$ cat config.mk
export PLATFORM = sky130hd
export DESIGN_NAME = score_display_ctrl
export DESIGN_NICKNAME = d
export VERILOG_FILES = /design/src/rtl/score_display_ctrl.sv
export SDC_FILE = /design/constraint.sdc
export NUM_CORES = 1
export LEC_CHECK = 0
export CAP_MARGIN = 30
export CELL_PAD_IN_SITES_DETAIL_PLACEMENT = 0
export CELL_PAD_IN_SITES_GLOBAL_PLACEMENT = 1
export CORE_ASPECT_RATIO = 1.5
export CORE_MARGIN = 2
export CORE_UTILIZATION = 39
export DETAILED_ROUTE_END_ITERATION = 10
export MAX_ROUTING_LAYER = met4
export PLACE_DENSITY = 0.76
export SYNTH_ARGS = -nofsm -noshare
export SYNTH_HDL_FRONTEND = slang
export SYNTH_SLANG_ARGS = --single-unit
$ cat constraint.sdc
create_clock -name clk -period 2.2 [get_ports clk]
set_input_delay 0.44 -clock clk [delete_from_list [all_inputs] [get_ports clk]]
set_output_delay 0.44 -clock clk [all_outputs]
set_load 0.02 [all_outputs]
$ cat src/rtl/score_display_ctrl.sv
// Score/timer BCD display controller: arbitrates two update requesters and converts
// the granted binary operand to BCD by iterative double-dabble into held digit registers.
module score_display_ctrl (
  input  logic        clk,
  input  logic        rst,
  input  logic        score_req,
  input  logic [13:0] score_val,
  input  logic        timer_req,
  input  logic [6:0]  timer_val,
  output logic        score_ack,
  output logic        timer_ack,
  output logic        busy,
  output logic [3:0]  dig7,
  output logic [3:0]  dig6,
  output logic [3:0]  dig5,
  output logic [3:0]  dig4,
  output logic [3:0]  dig3,
  output logic [3:0]  dig2,
  output logic [3:0]  dig1,
  output logic [3:0]  dig0
);

  localparam int unsigned OP_W      = 14;
  localparam int unsigned TIMER_W   = 7;
  localparam int unsigned BCD_W     = 16;
  localparam int unsigned TDIG_W    = 8;
  localparam int unsigned CNT_W     = 4;
  localparam int unsigned ITERS     = 14;
  localparam int unsigned SCORE_MAX = 9999;
  localparam int unsigned TIMER_MAX = 99;

  typedef enum logic [1:0] {IDLE, CONV, DONE} state_t;

  // grant / last_grant encoding: 0 = score, 1 = timer
  state_t              state, state_n;
  logic                last_grant, last_grant_n;
  logic                grant, grant_n;
  logic [OP_W-1:0]     operand, operand_n;
  logic [BCD_W-1:0]    bcd, bcd_n;
  logic [CNT_W-1:0]    cnt, cnt_n;
  logic [BCD_W-1:0]    score_dig, score_dig_n;
  logic [TDIG_W-1:0]   timer_dig, timer_dig_n;
  logic                score_ack_n, timer_ack_n, busy_n;

  logic [OP_W-1:0]     score_sat;
  logic [TIMER_W-1:0]  timer_sat;
  logic [BCD_W-1:0]    bcd_adj, bcd_shift;
  logic                unused_bcd_msb;
  logic                pick;

  // One double-dabble step: +3 on nibbles >= 5, then shift in operand MSB
  always_comb begin
    score_sat = (score_val > OP_W'(SCORE_MAX)) ? OP_W'(SCORE_MAX) : score_val;
    timer_sat = (timer_val > TIMER_W'(TIMER_MAX)) ? TIMER_W'(TIMER_MAX) : timer_val;
    bcd_adj   = bcd;
    for (int i = 0; i < 4; i++) begin
      if (bcd[i*4 +: 4] >= 4'd5) bcd_adj[i*4 +: 4] = bcd[i*4 +: 4] + 4'd3;
    end
    {unused_bcd_msb, bcd_shift} = {bcd_adj, operand[OP_W-1]};
    pick = (score_req && timer_req) ? ~last_grant : timer_req;
  end

  always_comb begin
    state_n      = state;
    last_grant_n = last_grant;
    grant_n      = grant;
    operand_n    = operand;
    bcd_n        = bcd;
    cnt_n        = cnt;
    score_dig_n  = score_dig;
    timer_dig_n  = timer_dig;
    case (state)
      IDLE: begin
        if (score_req || timer_req) begin
          grant_n      = pick;
          last_grant_n = pick;
          operand_n    = pick ? OP_W'(timer_sat) : score_sat;
          bcd_n        = '0;
          cnt_n        = '0;
          state_n      = CONV;
        end
      end
      CONV: begin
        bcd_n     = bcd_shift;
        operand_n = {operand[OP_W-2:0], 1'b0};
        cnt_n     = cnt + CNT_W'(1);
        if (cnt == CNT_W'(ITERS - 1)) begin
          if (grant) timer_dig_n = bcd_shift[TDIG_W-1:0];
          else       score_dig_n = bcd_shift;
          state_n = DONE;
        end
      end
      DONE:    state_n = IDLE;
      default: state_n = IDLE;
    endcase
    score_ack_n = (state_n == DONE) && !grant_n;
    timer_ack_n = (state_n == DONE) && grant_n;
    busy_n      = (state_n != IDLE);
  end

  always_ff @(posedge clk) begin
    if (rst) begin
      state      <= IDLE;
      last_grant <= 1'b1;
      grant      <= 1'b0;
      operand    <= '0;
      bcd        <= '0;
      cnt        <= '0;
      score_dig  <= '0;
      timer_dig  <= '0;
      score_ack  <= 1'b0;
      timer_ack  <= 1'b0;
      busy       <= 1'b0;
    end else begin
      state      <= state_n;
      last_grant <= last_grant_n;
      grant      <= grant_n;
      operand    <= operand_n;
      bcd        <= bcd_n;
      cnt        <= cnt_n;
      score_dig  <= score_dig_n;
      timer_dig  <= timer_dig_n;
      score_ack  <= score_ack_n;
      timer_ack  <= timer_ack_n;
      busy       <= busy_n;
    end
  end

  assign dig7 = timer_dig[7:4];
  assign dig6 = timer_dig[3:0];
  assign dig5 = 4'd0;
  assign dig4 = 4'd0;
  assign dig3 = score_dig[15:12];
  assign dig2 = score_dig[11:8];
  assign dig1 = score_dig[7:4];
  assign dig0 = score_dig[3:0];

endmodule

After elaboration in Yosys (flattened, before gate mapping)
Cells that the tools add are included.

Flip-flop bits (word level): 65. Input port bits: 25. Output and inout port bits: 35. Logic and storage cells: 59.

Add/sub/neg operators: 5. Magnitude comparators: 6. Eq/ne operators: 4. Muxes and demuxes: 19. Bitwise gates (word level): 2. Reduce and logical (&&, ||, !) cells: 12.

Operator list (count): $mux W14 (3); $pmux W16 S2 (1); $pmux W14 S2 (1); $ge A4 B3 Y1 const B (4); $mux W16 (1); $mux W4 (4); $gt A14 B14 Y1 const B (1); $add A4 B2 Y4 const B (3); $pmux W4 S2 (1); $gt A7 B7 Y1 const B (1); $mux W7 (1); $reduce_and A3 Y1 (2); $add A4 B1 Y4 const B (1); $eq A4 B4 Y1 const B (1); $mux W2 (2); $pmux W2 S2 (1); $reduce_and A2 Y1 (2); $reduce_bool A2 Y1 (2); $add A3 B2 Y3 const B (1); $logic_and A1 B1 Y1 (3); $mux W1 (3); $mux W3 (1); $eq A2 B1 Y1 const B (1); $eq A2 B2 Y1 const B (1); 5 further kinds (6).

Depth between registers and ports, before layout
Depth after elaboration: 6. Mapped depth: 7. Depth with buffers taken out: 6.

Least setup slack after synthesis
OpenSTA, ideal clock, no wires.

Path type: reg-to-reg. From: register cnt[0]. To: register score_dig[14]. Setup time: 0.116 ns. Arrival: 1.401 ns. Data required time: 2.084 ns. Setup slack: 0.683 ns. Stages on the path, launching flop included: 7. Path buffers: 1. Clock period less this slack: 1.517 ns. Cells stage by stage: dfxtp_1 -> ha_1 -> nand3_1 -> nor3_4 -> buf_4 -> nor3b_1 -> a31o_2.

Word-level cells in the longest chain between the ends: 2.

Ends and longest elaborated chain: start: declaration (line 40) `logic [CNT_W-1:0] cnt, cnt_n;`; start signal: assignment (line 120) `cnt <= cnt_n;`; $eq A4 B4 Y1 (line 87) `if (cnt == CNT_W'(ITERS - 1)) begin`; $reduce_and A3 Y1 (no line); end signal: assignment (line 121) `score_dig <= score_dig_n;`; end: declaration (line 41) `logic [BCD_W-1:0] score_dig, score_dig_n;`.

No other way between the ends. A chain may end at the register's enable or synchronous reset.

Worst setup path after layout
From: input score_val[12]. To: register operand[3].

Word-level cells in the longest chain between the ends: 5.

Ends and longest elaborated chain: start: declaration (line 7) `input logic [13:0] score_val,`; $gt A14 B14 Y1 (line 53) `score_sat = (score_val > OP_W'(SCORE_MAX)) ? OP_W'(SCORE_MAX) : score_val;`; $mux W14 (line 53); $mux W14 (line 77) `operand_n = pick ? OP_W'(timer_sat) : score_sat;`; $mux W14 (line 74) `if (score_req || timer_req) begin`; $pmux W14 S2 (line 72) `case (state)`; end signal: assignment (line 118) `operand <= operand_n;`; end: declaration (line 38) `logic [OP_W-1:0] operand, operand_n;`.

No other way between the ends. The select of a mux whose other input is x is not followed.

==> flow_metrics.py <==
metrics = {
    "clocking": {
        "numCtsBuffers": 9,
        "hold_buffers": 0,
        "cts.sinks": 65,
        "cts_setup_buffers": 0,
        "cts_resized": 0,
        "htree_levels": 3,
        "clk_latency_ps": 330,
        "cts_buffer_depth": 2,
        "root_buffer": "clkbuf_16",
        "clkSlewWorstSetupHoldPaths_ps": 50,
        "cts_tree": "yes",
    },
    "grt": {
        "grtUsageMet2_pct": 34.0,
        "grt_usage_pct": 18.8,
        "first_global_vias": 2596,
        "grt_use_met3_pct": 4.78,
        "grt_max_degree": 23,
        "met1_usage_pct": 19.3,
        "antenna_found_initial": 0,
        "overflow": 0,
        "grt_pass1_wl_mm": 12.3,
        "gr-max-usage-layer": "met2",
    },
    "hold_path": {
        "hp-class": "register to register",
    },
    "floorplan": {
        "chipWidth_um": 76.5,
        "dieArea_um2": 8630,
        "die_y_um": 113,
        "core_um2": 7660,
        "io_pins": 60,
        "rows": 39,
        "initial_utilization_pct": 40.2,
    },
    "critical_path": {
        "critPathRequiredTime_ps": 2410,
        "cp_data_arrival_time_ps": 2130,
        "critPathLaunchType": "input pin",
        "end_kind": "register",
        "crit_fanout": 6,
        "crit_type": "input pin to register",
    },
    "sta": {
        "rsz0062_at_grt": "false",
        "finalMaxSlewViolations": 0,
        "finalCritPeriodShare_pct": 87.3,
        "clock_skew_ps": 6.27,
        "max_freq_mhz": 521,
        "finalCriticalPeriod_ps": 1920,
        "slew_headroom_pct": 52.5,
        "worst_slew_pin_slew_ps": 705,
        "hold_viol": 0,
        "setup_viol": 0,
    },
    "flow_run": {
        "drv_cap": 0,
    },
    "placed_design": {
        "finalWeightedCongestion": 0.815,
        "io_buffer_count": 51,
        "dpl_cell_area_um2": 3720,
        "dp_hpwl_mm": 5.54,
    },
    "power_and_ir_drop": {
        "max-vdd-ir-drop_v": 0.000472,
        "finalPower_mw": 3.18,
        "switchingPower_mw": 0.665,
        "intPower_mw": 2.51,
        "p_sw_share_pct": 20.9,
        "leakage_nw": 1.52,
        "cellPowerDensity_nw_per_um2": 778,
        "seqPwrFrac_pct": 38.6,
        "p_clk_share_pct": 54.0,
        "pwr-share-comb_pct": 7.4,
    },
    "final_layout": {
        "nFillCells": 735,
        "postLayoutCellArea_um2": 4080,
        "layout-drive-gt1-share_pct": 14.0,
        "final_nets": 437,
        "num_antenna_cells": 0,
        "syn_to_final_growth_pct": 32.7,
    },
    "synthesis": {
        "synth.most_common_cell": "dfxtp_1",
        "syn_area_per_cell_um2": 9.05,
        "async_flop_share_pct": 0,
        "ys_seq_elements": 65,
        "yosysSeqAreaShare_pct": 42.3,
        "synthTopCellsByArea": "dfxtp_1, ha_1, o21ai_0",
        "yosys.area.top_type": "dfxtp_1",
        "synthCells": 340,
        "ys_warn_count": 0,
        "synth_top_area_share_pct": 42.3,
        "synth_flop_cell": "dfxtp_1",
        "synth_top_cells_by_count": "dfxtp_1, nand2_1, o21ai_0",
        "syn-cell-area_um2": 3080,
        "synth_edf_count": 0,
        "synthDistinctLibCells": 57,
    },
    "route": {
        "drc": 0,
        "via_per_inst": 5.17,
        "drtIter0Drc": 95,
        "wl_per_cell_um": 14.4,
        "routed-via-count": 2632,
        "wirelength_mm": 7.31,
        "firstDrtPassIters": 4,
        "drtAntennaViolNets": 0,
    },
    "outcome": {
        "status": "complete, no violations",
    },
}
==> layout make-up <==
type / count / area (µm²) / area share (%)
clock inverter: 4 / 97.6 / 2.39
inverter: 13 / 48.8 / 1.19
timing repair buffer: 66 / 627 / 15.3
clock buffer: 12 / 267 / 6.53
tap: 102 / 128 / 3.12
sequential: 65 / 1300 / 31.9
multi-input combinational: 247 / 1620 / 39.6
==> critical path, stage by stage <==
cell	delay, ps
clkdlybuf4s50_1	440
o21ai_0	590
o211ai_1	230
a311oi_1	320
o41ai_1	110
==> kinds of logic after synthesis <==
logic type      Yosys count  share of synthesized area [%]
xor+xnor                  4                           1.14
other cells               1                          0.122
fa+ha+maj                10                           4.07
flops                    65                           42.3
mux                       5                           1.71
buf+inv                  35                           6.10
simple gates            124                           22.6
compound gates           96                           22.0
==> power groups by stage <==
| stage | combinational, mW | sequential (mW) | clock, mW |
|---|---|---|---|
| finish | 0.234 | 1.23 | 1.72 |
| global route | 0.256 | 1.23 | 1.81 |
| CTS | 0.236 | 1.23 | 1.74 |
| detailed placement | 0.235 | 1.25 | 0 |
| global placement | 0.230 | 1.25 | 0 |
| floorplan | 0.147 | 1.25 | 0 |
==> metrics by stage <==
stage | hold slack [ps] | setup slack (ps) | utilization [%] | TNS (ps) | std cells
6_report | 448 | 280 | 53.3 | 0 | 509
5_1_grt | 480 | 38.6 | 53.3 | 0 | 509
4_1_cts | 454 | 293 | 53.3 | 0 | 509
3_5_place_dp | 440 | -59.9 | 48.6 | -162 | 493
3_3_place_gp | 428 | 5.57 | 48.4 | 0 | 492
2_1_floorplan | 418 | 683 | - | 0 | 347
==> placed cells by master, fill, tap and decap left out, types with 9 or more instances in the layout <==
master / synthesis / routed
dfxtp_1: 65 / 65
clkdlybuf4s50_1: 0 / 51
nand2_1: 32 / 32
o21ai_0: 25 / 25
nor2_1: 22 / 22
a21oi_1: 18 / 18
nand3_1: 14 / 14
buf_4: 9 / 14
inv_1: 13 / 13
nand2b_1: 12 / 12
a211oi_1: 12 / 12
ha_1: 10 / 10
nor3b_1: 9 / 9
clkbuf_16: 0 / 9
==> state kept, by name, indices dropped and copies added (netlist names) <==
name        cells
cnt             4
operand        14
score_ack       1
state           2
bcd            16
busy            1
timer_dig       8
timer_ack       1
grant           1
last_grant      1
score_dig      16
==> path summary, 6_finish.rpt <==
path,start,to,slack [ps],cells after the start
worst max-delay path,score_val[12],operand[3],280,5
worst min-delay path,operand[5],operand[5],450,1
worst max register to register,bcd[0],score_dig[2],530,6
worst min register to register,operand[5],operand[5],450,1
==> per-layer routing <==
metal | vias up | part of all wire, %
li1 | 1337 | -
met5 | - | 0
met1 | 1234 | 40
met4 | 0 | 1.4
met2 | 53 | 55
met3 | 8 | 3.4
Note: power is estimated with default switching activity, not from simulation.
